## src/rtl/dac_pkg.sv

```systemverilog
// rtl/dac_pkg.sv - shared types and constants for the DAC sample path
package dac_pkg;

   // Default sample width shared with the sigma-delta DAC top
   localparam int DAC_DATA_W = 8;

   typedef enum logic [1:0] {
      ST_IDLE  = 2'd0,
      ST_PRIME = 2'd1,
      ST_RUN   = 2'd2
   } feeder_state_t;

   // Offset-binary zero (DC centre) for a sample of the given width
   function automatic logic [31:0] midscale(input int width);
      return 32'd1 << (width - 1);
   endfunction

endpackage

```

## src/rtl/dac_sample_fifo.sv

```systemverilog
// rtl/dac_sample_fifo.sv - first-word-fall-through register FIFO for DAC samples
module dac_sample_fifo
   import dac_pkg::*;
#(
   parameter int DATA_W = DAC_DATA_W,
   parameter int DEPTH  = 16,
   localparam int AW    = $clog2(DEPTH)
) (
   input  logic              clk,
   input  logic              reset,
   input  logic              push,
   input  logic [DATA_W-1:0] wdata,
   input  logic              pop,
   output logic [DATA_W-1:0] rdata,
   output logic [AW:0]       level,
   output logic              full,
   output logic              empty
);

   localparam logic [AW:0] FULL_LVL = (AW + 1)'(DEPTH);

   logic [DATA_W-1:0] mem [DEPTH];
   logic [AW-1:0]     wr_ptr;
   logic [AW-1:0]     rd_ptr;
   logic              push_en;
   logic              pop_en;

   // A push while full is refused even if a pop happens in the same cycle
   assign full    = (level == FULL_LVL);
   assign empty   = (level == '0);
   assign push_en = push && !full;
   assign pop_en  = pop && !empty;
   assign rdata   = mem[rd_ptr];

   // Sample storage; contents need no reset because the pointers define validity
   always_ff @(posedge clk) begin
      if (push_en) mem[wr_ptr] <= wdata;
   end

   // Pointers wrap modulo DEPTH; level tracks push minus pop
   always_ff @(posedge clk or negedge reset) begin
      if (!reset) begin
         wr_ptr <= '0;
         rd_ptr <= '0;
         level  <= '0;
      end else begin
         if (push_en) wr_ptr <= wr_ptr + 1'b1;
         if (pop_en)  rd_ptr <= rd_ptr + 1'b1;
         case ({push_en, pop_en})
            2'b10:   level <= level + 1'b1;
            2'b01:   level <= level - 1'b1;
            default: level <= level;
         endcase
      end
   end

endmodule

```

## src/rtl/dac_sample_feeder.sv

```systemverilog
// rtl/dac_sample_feeder.sv - rate-paced sample buffer feeding the DAC (option: DAC_FEEDER_MIDSCALE_EN)
module dac_sample_feeder
   import dac_pkg::*;
#(
   parameter int DATA_W      = DAC_DATA_W,
   parameter int DEPTH       = 16,
   parameter int RATE_DIV    = 64,
   parameter int PRIME_LEVEL = 8,
   localparam int LW         = $clog2(DEPTH) + 1,
   localparam int CW         = $clog2(RATE_DIV)
) (
   input  logic              clk,
   input  logic              reset,
   input  logic              enable,
   input  logic [DATA_W-1:0] in_data,
   input  logic              in_valid,
   output logic              in_ready,
   output logic [DATA_W-1:0] sample_out,
   output logic              sample_strobe,
   output logic [LW-1:0]     level,
   output logic              underflow,
   input  logic              clear_underflow
);

   localparam logic [DATA_W-1:0] MIDSCALE  = DATA_W'(midscale(DATA_W));
   localparam logic [CW-1:0]     TICK_CNT  = CW'(RATE_DIV - 1);
   localparam logic [LW-1:0]     PRIME_LVL = LW'(PRIME_LEVEL);
`ifdef DAC_FEEDER_MIDSCALE_EN
   localparam logic [DATA_W-1:0] RST_SAMPLE = MIDSCALE;
`else
   localparam logic [DATA_W-1:0] RST_SAMPLE = '0;
`endif

   feeder_state_t     state;
   logic [CW-1:0]     pacer;
   logic              ready_armed;
   logic              fifo_full;
   logic              fifo_empty;
   logic              fifo_pop;
   logic [DATA_W-1:0] fifo_head;
   logic              tick;

   // A tick needs enable too, so a disable on the tick cycle never strobes in IDLE
   assign tick     = (state == ST_RUN) && enable && (pacer == TICK_CNT);
   assign fifo_pop = tick && !fifo_empty;
   // ready_armed keeps in_ready low until the first clock after reset release
   assign in_ready = ready_armed && !fifo_full;

   dac_sample_fifo #(
      .DATA_W (DATA_W),
      .DEPTH  (DEPTH)
   ) u_fifo (
      .clk   (clk),
      .reset (reset),
      .push  (in_valid && ready_armed),
      .wdata (in_data),
      .pop   (fifo_pop),
      .rdata (fifo_head),
      .level (level),
      .full  (fifo_full),
      .empty (fifo_empty)
   );

   // Pacer, state machine and registered DAC-side outputs
   always_ff @(posedge clk or negedge reset) begin
      if (!reset) begin
         state         <= ST_IDLE;
         pacer         <= '0;
         sample_out    <= RST_SAMPLE;
         sample_strobe <= 1'b0;
         underflow     <= 1'b0;
         ready_armed   <= 1'b0;
      end else begin
         ready_armed   <= 1'b1;
         sample_strobe <= tick;

         if (tick) begin
            if (!fifo_empty) begin
               sample_out <= fifo_head;
            end else begin
`ifdef DAC_FEEDER_MIDSCALE_EN
               sample_out <= MIDSCALE;
`else
               sample_out <= sample_out;
`endif
            end
         end

         // A fresh underflow outranks a coincident clear
         if (tick && fifo_empty)   underflow <= 1'b1;
         else if (clear_underflow) underflow <= 1'b0;

         case (state)
            ST_IDLE: begin
               pacer <= '0;
               if (enable) state <= ST_PRIME;
            end
            ST_PRIME: begin
               pacer <= '0;
               if (!enable)                 state <= ST_IDLE;
               else if (level >= PRIME_LVL) state <= ST_RUN;
            end
            ST_RUN: begin
               if (!enable) begin
                  state <= ST_IDLE;
                  pacer <= '0;
`ifdef DAC_FEEDER_MIDSCALE_EN
                  sample_out <= MIDSCALE;
`endif
               end else begin
                  pacer <= (pacer == TICK_CNT) ? '0 : pacer + 1'b1;
               end
            end
            default: begin
               state <= ST_IDLE;
               pacer <= '0;
            end
         endcase
      end
   end

endmodule

```

## config.mk

```make
export PLATFORM = sky130hd
export DESIGN_NAME = dac_sample_feeder
export DESIGN_NICKNAME = d
export VERILOG_FILES = /design/src/rtl/dac_pkg.sv /design/src/rtl/dac_sample_fifo.sv /design/src/rtl/dac_sample_feeder.sv
export SDC_FILE = /design/constraint.sdc
export NUM_CORES = 1
export LEC_CHECK = 0
export CAP_MARGIN = 40
export CORE_MARGIN = 5
export CORE_UTILIZATION = 50
export DETAILED_ROUTE_END_ITERATION = 10
export DONT_BUFFER_PORTS = 1
export PLACE_DENSITY = 0.69
export SLEW_MARGIN = 20
export SYNTH_ARGS = -nofsm -noshare
export SYNTH_HDL_FRONTEND = slang
export SYNTH_SLANG_ARGS = --single-unit
```

## constraint.sdc

```tcl
create_clock -name clk -period 2.5 [get_ports clk]
set_input_delay 0.25 -clock clk [delete_from_list [all_inputs] [get_ports clk]]
set_output_delay 0.25 -clock clk [all_outputs]
set_load 0.01 [all_outputs]
```

# Yosys cells after proc, flatten, opt, wreduce, memory -nomap -nowiden
# Memories as Yosys holds them, arrays and structs flattened. A register that Yosys moved wholly into a read port is not among the register bits.
# Index checks and enable logic that the tools add are counted.
[op_classes]
n_addsub = 5
n_mul = 0
n_div = 0
magnitude_cmp = 1
eq_ne = 9
shifts = 0
mux = 13
bitwise_logic = 1
reduce_logical = 17
[op_table]
columns = ["cell", "count"]
rows = [
  ["$mux W6", 3],
  ["$pmux W5 S2", 1],
  ["$add A4 B1 Y4 const B", 2],
  ["$logic_and A1 B1 Y1", 8],
  ["$mux W2", 4],
  ["$add A6 B1 Y6 const B", 1],
  ["$eq A6 B6 Y1 const B", 1],
  ["$pmux W2 S3", 1],
  ["$add A5 B1 Y5 const B", 1],
  ["$eq A5 B5 Y1 const B", 1],
  ["$ge A5 B4 Y1 const B", 1],
  ["$logic_not A5 Y1", 1],
  ["$sub A5 B1 Y5 const B", 1],
  ["$eq A2 B1 Y1 const B", 2],
  ["$eq A2 B2 Y1 const B", 2],
  ["$mux W1", 4],
  ["$ne A2 B2 Y1 const B", 2],
  ["$reduce_bool A2 Y1", 2],
  ["$logic_not A1 Y1", 3],
  ["$ne A3 B3 Y1 const B", 1],
  ["$reduce_and A3 Y1", 1],
  ["$logic_not A2 Y1", 1],
  ["$reduce_and A2 Y1", 1],
  ["$not A1 Y1", 1],
]
[totals]
reg_bits = 24
latch_bits = 0
mem_bits_rw = 128
mem_bits_ro = 0
output_inout_bits = 16
wordCells = 55
memories = 1
[mem_list]
columns = ["memory", "depth", "width", "read_ports", "rd_ports_with_merged_regs", "wr", "line", "rtl"]
rows = [
  ["u_fifo.mem", 16, 8, 1, 1, 1, "dac_sample_fifo.sv:22", "logic [DATA_W-1:0] mem [DEPTH];"],
]

# Depth between registers and ports, before layout
# Gate-level depths: netlist of the first run.
[logic_depth]
ltp_word = 7
ltp_mapped = 12
mapped_depth_nobuf = 11

# Modules after synthesis
# Synthesis of the first run repeated with hierarchy kept, for this count alone.
[hier_totals]
cells_unflattened = 390
area_unflattened_um2 = 6560.0
[by_module_without_submodules]
columns = ["module", "n_inst", "cells_each", "area_per_inst_um2", "seq_area_each_um2"]
rows = [
  ["dac_sample_fifo", 1, 332, 5779.3, 4169.0],
  ["dac_sample_feeder", 1, 58, 780.7, 475.5],
]

# Worst setup path after synthesis of the first run
# OpenSTA, ideal clock, no wires.
[synth_path]
path_type = "reg2reg"
from = "register u_fifo.level[1]"
to = "register u_fifo.level[4]"
t_arrival_ns = 2.671
required_time_ns = 2.420
slack_ns = -0.251
stages_incl_launch_ff = 13
path_buffers = 2
period_less_slack_ns = 2.751
path_cell_list = "dfrtp_1 -> buf_2 -> or3_4 -> o311a_1 -> inv_1 -> ha_1 -> clkbuf_1 -> xor2_1 -> ha_1 -> a21o_1 -> a21oi_1 -> nor3_1 -> xnor2_1"
[synth_via]
elab_chain_cells = 6
elab_cells_between_ends = 13
cone_classes = "add/sub: 2; eq/ne: 3; mux: 1; reduce/logical: 7"
[synth_rtl]
columns = ["element", "line", "rtl"]
rows = [
  ["from (decl)", "dac_sample_fifo.sv:15", "output logic [AW:0] level,"],
  ["from (signal assigned)", "dac_sample_fifo.sv:50", "2'b10: level <= level + 1'b1;"],
  ["from (signal assigned)", "dac_sample_fifo.sv:51", "2'b01: level <= level - 1'b1;"],
  ["from (signal assigned)", "dac_sample_fifo.sv:52", "default: level <= level;"],
  ["$logic_not A5 Y1", "dac_sample_fifo.sv:30", "assign empty = (level == '0);"],
  ["$logic_not A1 Y1", "dac_sample_fifo.sv:32, dac_sample_feeder.sv:45", ""],
  ["$logic_and A1 B1 Y1", "dac_sample_feeder.sv:45", "assign fifo_pop = tick && !fifo_empty;"],
  ["$logic_and A1 B1 Y1", "dac_sample_fifo.sv:32", "assign pop_en = pop && !empty;"],
  ["$eq A2 B1 Y1 / $eq A2 B2 Y1 (equally long branches)", "dac_sample_fifo.sv:49", "case ({push_en, pop_en})"],
  ["$pmux W5 S2 / $reduce_bool A2 Y1 (equally long branches)", "--", ""],
]
# Several ways; a longest one is shown, not always the timed one.
# A chain may end at the register's enable or synchronous reset.

# Worst setup path after layout of the first run
[layout_path]
from = "register u_fifo.level[2]"
to = "register u_fifo.level[2]"
# Same word-level chain as after synthesis.

==> results of run 1 <==
layer usage:
metal  vias to the layer above  global-route usage
met5                         -                   0
met4                         2             0.05818
met3                        19             0.06222
met2                        98              0.2778
met1                      1698              0.2509
li1                       1455                   -
cell families after synthesis:
kind of cell | after synthesis | share of synthesized area
mux | 42 | 0.1269
simple gates | 66 | 0.05497
other cells | 1 | 0.0005780
flops | 160 | 0.7159
xor+xnor | 16 | 0.02160
buf+inv | 25 | 0.01813
fa+ha+maj | 9 | 0.01736
compound gates | 33 | 0.04455
sequential cells by signal, indices dropped and copies added, names as in the netlist:
name,flops
u_fifo.mem,128
sample_out,8
pacer,6
u_fifo.level,5
u_fifo.rd_ptr,4
u_fifo.wr_ptr,4
state,2
ready_armed,1
sample_strobe,1
underflow,1
repair_timing:
action	CTS	global route
setup buffers	0	0
hold buffers	12	1
gates resized for setup	0	1
endpoints found under the setup margin	0	2
hold endpoints to repair	165	1
layout make-up:
| class | count | area (µm²) |
|---|---|---|
| antenna | 1 | 2.502 |
| fill | 929 | 5122 |
| timing repair buffer | 33 | 302.8 |
| multi-input combinational | 167 | 1749 |
| sequential | 160 | 4646 |
| clock buffer | 18 | 429.2 |
| inverter | 6 | 22.52 |
| tap | 172 | 215.2 |
| clock inverter | 14 | 181.4 |
critical path, stage by stage (launching register included):
cell and delay (ns):
dfrtp_1 0.37, or3_4 0.41, o311a_4 0.36, inv_2 0.10, ha_1 0.19, xor2_1 0.09
ha_1 0.22, a21oi_1 0.16, xor2_1 0.19, nor2_1 0.07, xor2_1 0.14
per-stage QoR:
| step | cells | worst slack [ns] | cell area [µm²] | hold slack [ns] |
|---|---|---|---|---|
| after floorplan | 352 | -0.009986 | 6520 | -0.04559 |
| after global placement | 525 | 0.1681 | 6792 | -0.04382 |
| after detailed placement | 525 | 0.08425 | 6792 | -0.04383 |
| after CTS | 569 | 0.05006 | 7532 | 0.009829 |
| after global routing | 571 | 0.003563 | 7548 | 0.09993 |
| final | 571 | 0.08164 | 7548 | 0.1174 |
cells in the mapped netlist (3+ instances only):
cell / instances / area share
a21oi_1: 5 / 0.0039
a221oi_2: 8 / 0.019
and2_1: 18 / 0.017
buf_2: 7 / 0.0054
clkbuf_1: 8 / 0.0046
dfrtp_1: 32 / 0.12
edfxtp_1: 128 / 0.59
ha_1: 9 / 0.017
inv_1: 6 / 0.0035
mux2i_1: 8 / 0.012
mux4_2: 32 / 0.11
nand2_1: 9 / 0.0052
nand3_1: 4 / 0.0031
nor2_1: 17 / 0.0098
nor3_1: 3 / 0.0023
o21ai_0: 3 / 0.0023
o22ai_1: 9 / 0.0087
xnor2_1: 9 / 0.012
xor2_1: 7 / 0.0095
worst max path at each step:
stage | from | end | cells past startpoint | slack, ns
global placement | u_fifo.level[2] | u_fifo.level[2] | 10 | 0.17
global route | u_fifo.level[2] | u_fifo.level[2] | 10 | 0.004
detailed placement | pacer[0] | u_fifo.level[2] | 11 | 0.08
floorplan | u_fifo.level[2] | u_fifo.level[4] | 12 | -0.01
CTS | pacer[0] | u_fifo.level[2] | 11 | 0.05
finish | u_fifo.level[2] | u_fifo.level[2] | 10 | 0.08
report_power, final:
part           switching [µW]  internal, µW
Combinational            52.6          21.5
Sequential               4.39          2880
Clock                    1050          1590
Total                    1110          4500
==> summary.txt, run 1 <==
Die
  – IO Pins: 29
  – Initial Util: 0.5120
  – Core area: ~0.013 mm²
  – Die height: around 120 µm
  – Die area: 0.01535 mm²
  – Horizontal die dimension: between 100 and 150 µm
  – Core Rows: between 40 and 50

Min path
  – Hold worst-path end: u_fifo.wr_ptr[0]
  – Worst min-delay path category: in -> reg
  – Worst Hold Path Cells: 2
  – Start point of the worst min-delay path: in_valid

STA
  – Worst max-slew margin expressed relative to the limit: 0.5224
  – Number of hold violations in the final report: 0
  – Highest clock frequency the design can meet: approximately 410 MHz
  – Portion of the clock cycle consumed by the worst path in the final layout: 0.9673
  – Final-report setup violation count: 0
  – Slew @ Worst Pin: slightly above 0.7 ns
  – Post-layout min period: 2.418 ns
  – Final worst clock skew: roughly 0.011 ns
  – Setup repair after global routing missed its margin: no
  – Post-Route Setup TNS: 0 ns
  – Slew Limit Fails: 0

Route
  – Number of optimization iterations in the first detailed-route pass: 4
  – DR WL met2: about 6200 µm
  – Antenna viol nets, final: 0
  – Via count: 3,272
  – Number of DRC violations after detailed-routing iteration 0: around 260
  – DRC violations left: 0
  – Wirelength per Cell: between 20 and 25 µm
  – Ratio of routed vias to standard cells: roughly 5.7
  – Met1 wire length: 5419 µm
  – Detailed-routed wire length on met3: between 900 and 1000 µm
  – Routed WL: ~13,000 µm
  – Highest metal layer with signal wires: met5

GRT
  – Initial antenna violation count: 2
  – Maximum number of pins on one net before global-route repair: 34
  – Via count of the first global-routing pass: roughly 3,300
  – All-layer global routing usage: 0.1825
  – Leftover overflow at the end of global routing: 0
  – First-pass GRT wire length: 19,630 µm

Layout
  – Most common cell after layout, fill and taps aside: edfxtp_1
  – Share of cells above drive strength 1: 0.2563
  – Final Core Density: 0.5957
  – Commonest cells after routing, fill and taps aside: 128 x edfxtp_1, 32 x mux4_2, 31 x dfrtp_1
  – Synthesis-to-finish area growth: 16.35%
  – Nets@finish: 407

Synthesis
  – Synth Register Bits: 160
  – Sequential element share of the synthesized area: 0.7159
  – Async set-reset flop share out of synthesis: 0.2000
  – Avg Inst Size Synth: between 15 and 20 µm²
  – Synth warn: 0
  – Prevailing post-synth register cell: edfxtp_1
  – Syn Std Cell Area: 0.006487 mm²
  – Number of cells produced by synthesis: 352
  – Number of flops mapped to enable cells by yosys: 128
  – Synthesized net count: 374
  – Post-synth cell types: 40

Clock network
  – Insertion delay of the later-clocked pin in the worst-skew pair: ~0.43 ns
  – Clock-pin slew of the registers on the worst-case setup and hold paths: about 0.060 ns
  – TritonCTS clock tree: done
  – Clock sink total: 160
  – Max Root-Sink Buffers: 2
  – H-tree level count: 4
  – Master cell of the clock root buffer: clkbuf_16
  – Number of clock buffers inserted by TritonCTS: 17

Setup path
  – Category of the most critical setup path: reg -> reg
  – Worst Reg-to-Reg Cells: 10
  – CP Capture Type: register
  – Kind of start point of the critical path: register
  – End of the worst register-to-register path: u_fifo.level[2]
  – Launching point of the worst reg2reg path: u_fifo.level[2]
  – Required time reported for the critical path endpoint: approximately 2.8 ns
  – Worst reg-to-reg setup slack: 0.08 ns
  – CP arrival: ~2.7 ns
  – Largest fanout on the critical path: 7

Flow run
  – Reported max-cap violation count: 0

Placed design
  – Number of port buffers: 0
  – Detailed Place HPWL: 7811 µm
  – Gpl congestion: ~0.74

Outcome
  – Result of the run: complete, no violations

Power and ir drop
  – Total power per unit cell area: 742.9 mW/mm²
  – Static leakage power: ~0.0026 µW
  – Maximum vdd ir drop: 0.0006631 V
  – Total power: approximately 5600 µW
(Power assumes the default switching activity.)
==> run 2, diff against run 1 <==
Settings changed: PLACE_DENSITY 0.69 to 0.68, REMOVE_ABC_BUFFERS set to 1.
==> run 2 against run 1 <==
Clock skew is 0.0030 ns higher. First-iteration DRC count down 36%. Die area did not move. Non-clock buffer count down 8. Final area shrank 0.51%. Clock power is 2% higher. Register-to-register slack improved by 0.05 ns. Combinational power shrank 7.8%. Critical path depth unchanged. Cell count down 1.4%. Critical path type unchanged. Hold slack gained 0.042 ns.
==> summary.txt, run 2 (same netlist as run 1, synthesis figures left out) <==
Clock network
  – Clock-pin slew of the registers on the worst-case setup and hold paths: 0.06 ns
  – Number of clock buffers inserted by TritonCTS: 17
  – Clock sink total: 160
  – Insertion delay of the later-clocked pin in the worst-skew pair: 0.42 ns
  – TritonCTS clock tree: done
  – Max Root-Sink Buffers: 2
  – Master cell of the clock root buffer: clkbuf_16
  – H-tree level count: 4

Die
  – Core Rows: approximately 40
  – IO Pins: 29
  – Horizontal die dimension: about 120 µm
  – Core area: approximately 0.013 mm²
  – Die height: roughly 120 µm
  – Die area: 0.01535 mm²
  – Initial Util: 0.5120

Layout
  – Registers with the most flip-flops: u_fifo.mem (128), sample_out (8), pacer (6)
  – Most common cell after layout, fill and taps aside: edfxtp_1
  – Commonest cells after routing, fill and taps aside: 128 x edfxtp_1, 32 x mux4_2, 31 x dfrtp_1
  – Non-filler cells in the finished layout: 563
  – Synthesis-to-finish area growth: 15.76%
  – Register area: 0.004646 mm²
  – Number of fillers in the final layout: between 900 and 1,000
  – Post-route cell area: 0.007510 mm²
  – Nets@finish: about 400
  – Number of flip-flops in the largest register: 128
  – Top register by number of flip-flops: u_fifo.mem
  – Share of cells above drive strength 1: 0.2538
  – Footprint of the multi-input gates: about 0.0018 mm²

STA
  – Final hold slack: about 0.16 ns
  – Post-layout min period: about 2.4 ns
  – Final worst clock skew: between 0.01 and 0.015 ns
  – Highest clock frequency the design can meet: 422.1 MHz
  – Setup repair after global routing missed its margin: no
  – Worst-case setup margin in the final layout: about 0.13 ns
  – Slew Limit Fails: 0
  – Worst max-slew margin expressed relative to the limit: 0.5977
  – Number of hold violations in the final report: 0
  – Portion of the clock cycle consumed by the worst path in the final layout: 0.9477
  – Final-report setup violation count: 0
  – Slew @ Worst Pin: 0.6035 ns

Setup path
  – Peak per-stage delay on the critical path: slightly above 0.4 ns
  – Crit-path leading delay family: simple AND/OR/NAND/NOR gates
  – CP arrival: between 2 and 3 ns
  – Cell with the biggest individual delay on the critical path: or3_4
  – Count of buffering cells on the critical path with inverters included: 1
  – Kind of start point of the critical path: register
  – CP Capture Type: register
  – Worst reg-to-reg setup slack: ~0.13 ns
  – Required time reported for the critical path endpoint: approximately 2.8 ns
  – Largest fanout on the critical path: 3
  – CP Cell Sequence: or3_4 -> o311a_1 -> inv_1 -> ha_2 -> xor2_2 -> ha_2 -> a21oi_1 -> xor2_1 -> nor2_1 -> xor2_1
  – Category of the most critical setup path: reg -> reg

Power and ir drop
  – Maximum vdd ir drop: 0.0004840 V
  – Total power: between 5000 and 6000 µW
  – Internal: 4606 µW
  – Logic gate share of total power: 0.012
  – Part of the power in the clock network: 0.479
  – Total power per unit cell area: around 750 mW/mm²
  – Static leakage power: 0.002620 µW
  – Proportion of power drawn by flip-flops and latches: 0.509
  – Fraction of power spent switching nets: 0.1876
  – Net switching power figure: approximately 1100 µW

GRT
  – All-layer global routing usage: 0.1733
  – First-pass GRT wire length: ~19,000 µm
  – Maximum number of pins on one net before global-route repair: 35
  – Via count of the first global-routing pass: about 3,300
  – Leftover overflow at the end of global routing: 0
  – Initial antenna violation count: 2

Outcome
  – Result of the run: complete, no violations

Route
  – Number of DRC violations after detailed-routing iteration 0: ~160
  – Wirelength per Cell: 21.50 µm
  – DRC violations left: 0
  – Met1 wire length: about 4900 µm
  – Highest metal layer with signal wires: met5
  – DR WL met2: ~6500 µm
  – Via count: roughly 3,200
  – Detailed-routed wire length on met3: between 600 and 700 µm
  – Routed WL: approximately 12,000 µm
  – Antenna viol nets, final: 0
  – Ratio of routed vias to standard cells: around 5.6
  – Number of optimization iterations in the first detailed-route pass: 4

Placed design
  – Gpl congestion: roughly 0.84
  – Detailed Place HPWL: ~7300 µm
  – Placed cell areas: around 0.0067 mm²
  – Worst slack after detailed placement: 0.05162 ns
  – Placed instance count: roughly 520
  – Number of port buffers: 0

Min path
  – Worst min-delay path category: in -> reg

Flow run
  – Reported max-cap violation count: 0
## run 2: cell type report
cell class / instances / share of cell area
clock inverters: 13 / 0.02483
clock buffers: 19 / 0.05898
multi-input cells: 167 / 0.2336
flip-flops and latches: 160 / 0.6186
inverters: 6 / 0.002999
diodes: 1 / 0.0003332
well taps: 172 / 0.02866
repair buffers: 25 / 0.03199
## run 2: stage by stage
| stage | TNS (ns) | util |
|---|---|---|
| after floorplan | -0.1796 | - |
| after global placement | 0 | 0.5297 |
| after detailed placement | 0 | 0.5297 |
| after CTS | 0 | 0.5896 |
| after global routing | 0 | 0.5927 |
| final | 0 | 0.5927 |
## run 2: what timing repair did
action	in CTS	in global routing
setup buffers	0	1
gates resized for setup	0	8
endpoints found under the hold margin	166	0
setup endpoints to repair	0	2
hold buffers	12	0
## run 2: routing by layer
layer | vias to the layer above | track usage
met4 | 2 | 0.04723
met2 | 79 | 0.2852
met3 | 8 | 0.05404
met5 | - | 0
li1 | 1434 | -
met1 | 1636 | 0.2257
## run 2: power by group through the flow
stage          Clock [µW]  Sequential (µW)  Combinational [µW]
5_1_grt              2880             2890                75.9
6_report             2710             2890                68.4
3_3_place_gp            0             2940                11.2
2_1_floorplan           0             2940                9.70
4_1_cts              2740             2890                68.8
3_5_place_dp            0             2940                11.5
## run 2: path summary, 6_finish.rpt
path / startpoint / cells past startpoint / end
setup / recovery: u_fifo.level[2] / 10 / u_fifo.level[2]
hold / removal: enable / 3 / pacer[0]
setup reg to reg: u_fifo.level[2] / 10 / u_fifo.level[2]
hold reg to reg: pacer[0] / 1 / pacer[0]
max in group asynchronous: reset / 2 / u_fifo.rd_ptr[2]
min in group asynchronous: reset / 2 / state[0]
## run 2: worst reg2reg max path, delay by kind of cell (launching register included)
kind / cells / cell delay [ns]
simple gates: 2 / 0.53
compound gates: 2 / 0.37
fa+ha+maj: 2 / 0.43
buf+inv: 1 / 0.09
flops: 1 / 0.38
xor+xnor: 3 / 0.49
